## config.mk

```make
export PLATFORM = sky130hd
export DESIGN_NAME = risk_cache_arbiter
export DESIGN_NICKNAME = d
export VERILOG_FILES = /design/src/rtl/risk_cache_arbiter.sv
export SDC_FILE = /design/constraint.sdc
export NUM_CORES = 1
export LEC_CHECK = 0
export ABC_AREA = 1
export CORE_MARGIN = 2
export CORE_UTILIZATION = 36
export CTS_BUF_LIST = sky130_fd_sc_hd__clkbuf_4
export CTS_CLUSTER_DIAMETER = 50
export DETAILED_ROUTE_END_ITERATION = 8
export PLACE_DENSITY = 0.79
export RECOVER_POWER = 25
export SLEW_MARGIN = 40
export SYNTH_ARGS = -nofsm -noshare
export SYNTH_HDL_FRONTEND = slang
export SYNTH_SLANG_ARGS = --single-unit
```

## constraint.sdc

```tcl
create_clock -name clk -period 1.66 [get_ports clk]
set_input_delay 0.332 -clock clk [delete_from_list [all_inputs] [get_ports clk]]
set_output_delay 0.332 -clock clk [all_outputs]
set_load 0.03 [all_outputs]
```

## src/rtl/risk_cache_arbiter.sv

```systemverilog
// Round-robin arbiter sharing the risk cache CPU port between NREQ requesters.
// Only one transaction is outstanding; it is held stable until the cache answers or the wait times out.
module risk_cache_arbiter #(
    parameter int NREQ    = 4,
    parameter int IDXW    = 14,
    parameter int TIMEOUT = 64
) (
    input  logic                 clk,
    input  logic                 rst,
    input  logic [NREQ-1:0]      req_valid,
    input  logic [NREQ-1:0]      req_rw,
    input  logic [NREQ*IDXW-1:0] req_index,
    input  logic [NREQ*32-1:0]   req_data,
    output logic [NREQ-1:0]      req_done,
    output logic [31:0]          rsp_data,
    output logic                 rsp_err,
    output logic                 cpu_req_valid,
    output logic                 cpu_req_rw,
    output logic [IDXW-1:0]      cpu_req_index,
    output logic [31:0]          cpu_req_data,
    input  logic                 cpu_res_ready,
    input  logic [31:0]          cpu_res_data,
    output logic                 busy,
    output logic [7:0]           timeout_cnt
);
    localparam int GW = $clog2(NREQ);
    localparam int CW = $clog2(TIMEOUT + 2);

    typedef enum logic [1:0] {IDLE, BUSY, DONE} state_t;

    state_t        state, state_nxt;
    logic [GW-1:0] rr_ptr, gnt, win;
    logic          win_vld;
    logic [GW:0]   scan;
    logic [CW-1:0] wait_cnt;
    logic          timed_out;

    // wait_cnt holds the number of BUSY cycles already spent; the abort fires in
    // the (TIMEOUT+1)-th BUSY cycle so the error completion lands TIMEOUT+1 cycles
    // after cpu_req_valid rises, and a ready in that same cycle still wins.
    assign timed_out = (wait_cnt == CW'(TIMEOUT));

    // Scan downward so the lowest offset from rr_ptr is the last (winning) assignment.
    always_comb begin
        win     = '0;
        win_vld = 1'b0;
        scan    = '0;
        for (int k = NREQ - 1; k >= 0; k--) begin
            scan = {1'b0, rr_ptr} + (GW+1)'(k);
            if (scan >= (GW+1)'(NREQ)) scan = scan - (GW+1)'(NREQ);
            if (req_valid[scan[GW-1:0]]) begin
                win     = scan[GW-1:0];
                win_vld = 1'b1;
            end
        end
    end

    always_comb begin
        state_nxt = state;
        case (state)
            IDLE:    if (win_vld) state_nxt = BUSY;
            BUSY:    if (cpu_res_ready || timed_out) state_nxt = DONE;
            DONE:    state_nxt = IDLE;
            default: state_nxt = IDLE;
        endcase
    end

    always_ff @(posedge clk) begin
        if (rst) state <= IDLE;
        else     state <= state_nxt;
    end

    assign cpu_req_valid = (state == BUSY);
    assign busy          = (state != IDLE);
    assign req_done      = (state == DONE) ? (NREQ'(1) << gnt) : '0;

    always_ff @(posedge clk) begin
        if (rst) begin
            rr_ptr        <= '0;
            gnt           <= '0;
            wait_cnt      <= '0;
            cpu_req_rw    <= 1'b0;
            cpu_req_index <= '0;
            cpu_req_data  <= '0;
            rsp_data      <= '0;
            rsp_err       <= 1'b0;
            timeout_cnt   <= '0;
        end else begin
            case (state)
                IDLE: if (win_vld) begin
                    gnt           <= win;
                    cpu_req_rw    <= req_rw[win];
                    cpu_req_index <= req_index[int'(win)*IDXW +: IDXW];
                    cpu_req_data  <= req_data[int'(win)*32 +: 32];
                end
                BUSY: begin
                    wait_cnt <= wait_cnt + CW'(1);
                    if (cpu_res_ready) begin
                        rsp_data <= cpu_res_data;
                        rsp_err  <= 1'b0;
                    end else if (timed_out) begin
                        rsp_data <= '0;
                        rsp_err  <= 1'b1;
                        if (timeout_cnt != 8'hFF) timeout_cnt <= timeout_cnt + 8'd1;
                    end
                end
                DONE: begin
                    rr_ptr   <= (gnt == GW'(NREQ - 1)) ? '0 : gnt + GW'(1);
                    wait_cnt <= '0;
                end
                default: ;
            endcase
        end
    end
endmodule

```

==> run_results.csv <==
group,metric,value,unit
grt,grt_pass1_vias,7554,
clock_network,cts_root_buffer,"clkbuf_4",
worst_hold_path,hold_path.class,"in2reg",
clock_network,clock-sinks,101,
worst_setup_path,crit_path_end_kind,"register",
floorplanning,rows,45,
outcome,outcome,"finished with violations",
floorplanning,coreArea,15300,um^2
finish,syn_to_final_growth,107,%
finish,final_cell_mix,"clkdlybuf4s50_1 (225), nand2_1 (197), nand3_1 (137), dfxtp_1 (90), a21oi_1 (63)",
finish,final_nets,1499,
timing,worst_slack,-0.356,ns
worst_setup_path,crit_fanout,8,
power,power.share.clock,12.5,%
routing,drc,0,
place,dp_hpwl,15.8,mm
grt,grt_first_pass_wirelength,39.3,mm
synth,synth_fp_nets,1120,
worst_setup_path,start_kind,"register",
worst_setup_path,r2r_start,"rr_ptr[0]$_SDFFE_PP0P_",
clock_network,cts_buffers,9,
power,finalPower,11.0,mW
finish,final_common_cell,"clkdlybuf4s50_1",
timing,finalCriticalPeriod,2.02,ns
routing,drt_wl_total,28.0,mm
worst_setup_path,required,2.06,ns
clock_network,hold_buffers,0,
grt,grt_start_max_net_pins,38,
timing,rsz0062_at_grt,"yes",
grt,track_usage,30.3,%
timing,max_freq,0.496,GHz
finish,drive_gt1_share,31.1,%
power,internal_power,6.21,mW
outcome,violations,"setup timing",
worst_setup_path,criticalPathCategory,"reg2reg",
clock_network,cts_tree,"done",
clock_network,htree_num_levels,3,
power,swShare,43.4,%
floorplanning,io_pins,321,
place,place_ws,-0.594,ns
synth,ys_seq_area_share,35.9,%
synth,ys_seq_elements,101,
floorplanning,die_area,16700,um^2
place,io_buffer_count,320,
power,power_frac_seq,28.0,%
routing,vias_per_cell,5.41,
finish,multi_input_area,4140,um^2
power,p_leak,4.99,nW
synth,synth.top_cell.area_share,35.9,%
routing,vias,8028,
routing,drtAntennaViolNets,0,
grt,antenna_found_initial,5,
timing,slew_headroom,71.7,%
synth,synth_top_area_cell,"dfxtp_1",
routing,first_pass_iters,5,
power,power_frac_comb,59.5,%
power,switchingPower,4.77,mW
synth,synthCells,882,
floorplanning,die_h,129,um
clock_network,clk_latency,0.50,ns
synth,syn_area,5630,um^2
timing,final_max_slew_viol_count,0,
clock_network,cts_max_path_buffers,2,
power,p_per_area,944,nW/um^2
synth,synth_cell_types,27,
clock_network,path_clk_slew,0.18,ns
worst_setup_path,cp.arrival,2.42,ns
worst_hold_path,hold_path_depth,4,
worst_setup_path,reg2regPathDepth,12,
power,vdd_drop_max,0.565,mV
finish,seq_area,2050,um^2
routing,wl_per_cell,18.9,um
timing,tightestPinTransition,0.425,ns
floorplanning,start_util,36.9,%
worst_setup_path,r2r-end,"cpu_req_index[3]$_SDFFE_PP0P_",
floorplanning,die_x,129,um
synth,yosys_warnings,0,
worst_setup_path,r2r_slack,-0.36,ns
timing,finalHoldViolations,0,
timing,fin_skew,0.0267,ns
synth,ys_top_cells_by_area,"dfxtp_1 (36%), nand3_1 (17%), nand2_1 (17%)",
routing,drt_iter0_markers,557,
worst_hold_path,hold_start,"rst",
synth,avgSynthCellArea,6.38,um^2
finish,num-fill-cells,1064,
worst_hold_path,min_to,"wait_cnt[4]$_SDFFE_PP0P_",
job,maxCapViolations,0,
timing,post-route-period-util,121,%
place,place.gp.congestion,0.928,
timing,setup_viol,63,
grt,overflow,0,
## registers in the layout (all words and copies together) (netlist names)
| register | flops |
|---|---|
| cpu_req_data | 32 |
| rsp_data | 32 |
| cpu_req_index | 14 |
| timeout_cnt | 8 |
| wait_cnt | 7 |
| gnt | 2 |
| rr_ptr | 2 |
| state | 2 |
| cpu_req_rw | 1 |
| rsp_err | 1 |
## worst max-delay path by stage
stage	cells after the start	to	startpoint	slack, ns
2_1_floorplan	11	timeout_cnt[0]$_SDFFE_PP0P_	wait_cnt[0]$_SDFFE_PP0P_	-0.02
3_3_place_gp	12	cpu_req_index[8]$_SDFFE_PP0P_	req_valid[1]	-0.60
3_5_place_dp	14	cpu_req_index[10]$_SDFFE_PP0P_	req_valid[0]	-0.59
4_1_cts	13	cpu_req_index[11]$_SDFFE_PP0P_	rr_ptr[0]$_SDFFE_PP0P_	-0.25
5_1_grt	14	cpu_req_data[15]$_SDFFE_PP0P_	rr_ptr[0]$_SDFFE_PP0P_	-0.42
6_report	12	cpu_req_index[3]$_SDFFE_PP0P_	rr_ptr[0]$_SDFFE_PP0P_	-0.36
## power by group through the flow
| stage | logic (mW) | registers, mW | clock network, mW |
|---|---|---|---|
| after detailed placement | 4.49 | 3.06 | 0 |
| final | 6.53 | 3.08 | 1.38 |
| after global routing | 6.88 | 3.12 | 1.51 |
| after CTS | 5.85 | 3.02 | 1.37 |
| after global placement | 4.46 | 3.05 | 0 |
| after floorplan | 1.91 | 3.72 | 0 |
## per-layer routing
layer,global-route usage (%),vias to the layer above,routed length [um]
li1,-,3725,-
met1,34.7,3762,10200
met2,53.2,444,14100
met3,6.90,97,2270
met4,15.4,0,1380
met5,0,-,0
## critical path, cell delays in order, from the launching register on
cell     delay [ns]
dfxtp_4        0.45
buf_8          0.15
nand2_4        0.07
nand3_4        0.09
buf_6          0.10
nand3_4        0.07
buf_6          0.13
o21ai_4        0.22
inv_6          0.07
buf_12         0.14
buf_8          0.13
buf_16         0.14
a21oi_1        0.17
## what timing repair did
item,in CTS,in global routing
endpoints found under the setup margin,142,153
pin swaps,58,40
setup buffers,30,11
cloned,25,7
resized for setup,319,219
## metrics by stage
step | util [%] | std cells | cell area, um^2 | hold slack (ns) | setup TNS, ns
2_1_floorplan | - | 882 | 5710 | 0.456 | -0.0506
3_3_place_gp | 60.9 | 1393 | 9290 | 0.466 | -26.59
3_5_place_dp | 60.9 | 1393 | 9290 | 0.473 | -27.21
4_1_cts | 72.3 | 1462 | 11000 | 0.166 | -9.70
5_1_grt | 76.2 | 1482 | 11600 | 0.173 | -20.25
6_report | 76.3 | 1483 | 11600 | 0.215 | -14.72
## final cells by class
cell class / instances / area share (%)
clock buffer: 9 / 0.581
inverter: 37 / 1.47
timing repair buffer: 431 / 41.8
multi-input combinational: 681 / 35.5
clock inverter: 7 / 0.624
antenna: 6 / 0.129
tap: 211 / 2.27
sequential: 101 / 17.6
## synthesized netlist by cell type
library cell / n
a211oi_1: 1
a21oi_1: 96
buf_1: 6
buf_2: 21
buf_4: 8
buf_6: 1
clkbuf_1: 28
dfxtp_1: 101
ha_1: 11
inv_1: 31
inv_2: 6
nand2_1: 254
nand2_2: 4
nand3_1: 196
nand3_2: 2
nand4_1: 4
nor2_1: 53
nor2_2: 1
nor2_4: 1
nor3_1: 4
o211a_1: 1
o21ai_0: 26
o21ai_1: 18
o21ai_2: 1
or2_2: 1
xnor2_1: 3
xor2_1: 3
## kinds of logic (layout without fill, tap and decap cells)
family | after synthesis | after routing | synth area share, %
AO/OA/AOI/OAI | 143 | 143 | 12.9
XOR/XNOR | 6 | 6 | 0.934
adder cells (fa/ha/maj) | 11 | 11 | 2.44
buffers and inverters | 101 | 484 | 7.87
flip-flops | 101 | 101 | 35.9
other | 0 | 6 | 0
AND/OR/NAND/NOR | 520 | 521 | 39.9
(Power assumes the default switching activity.)
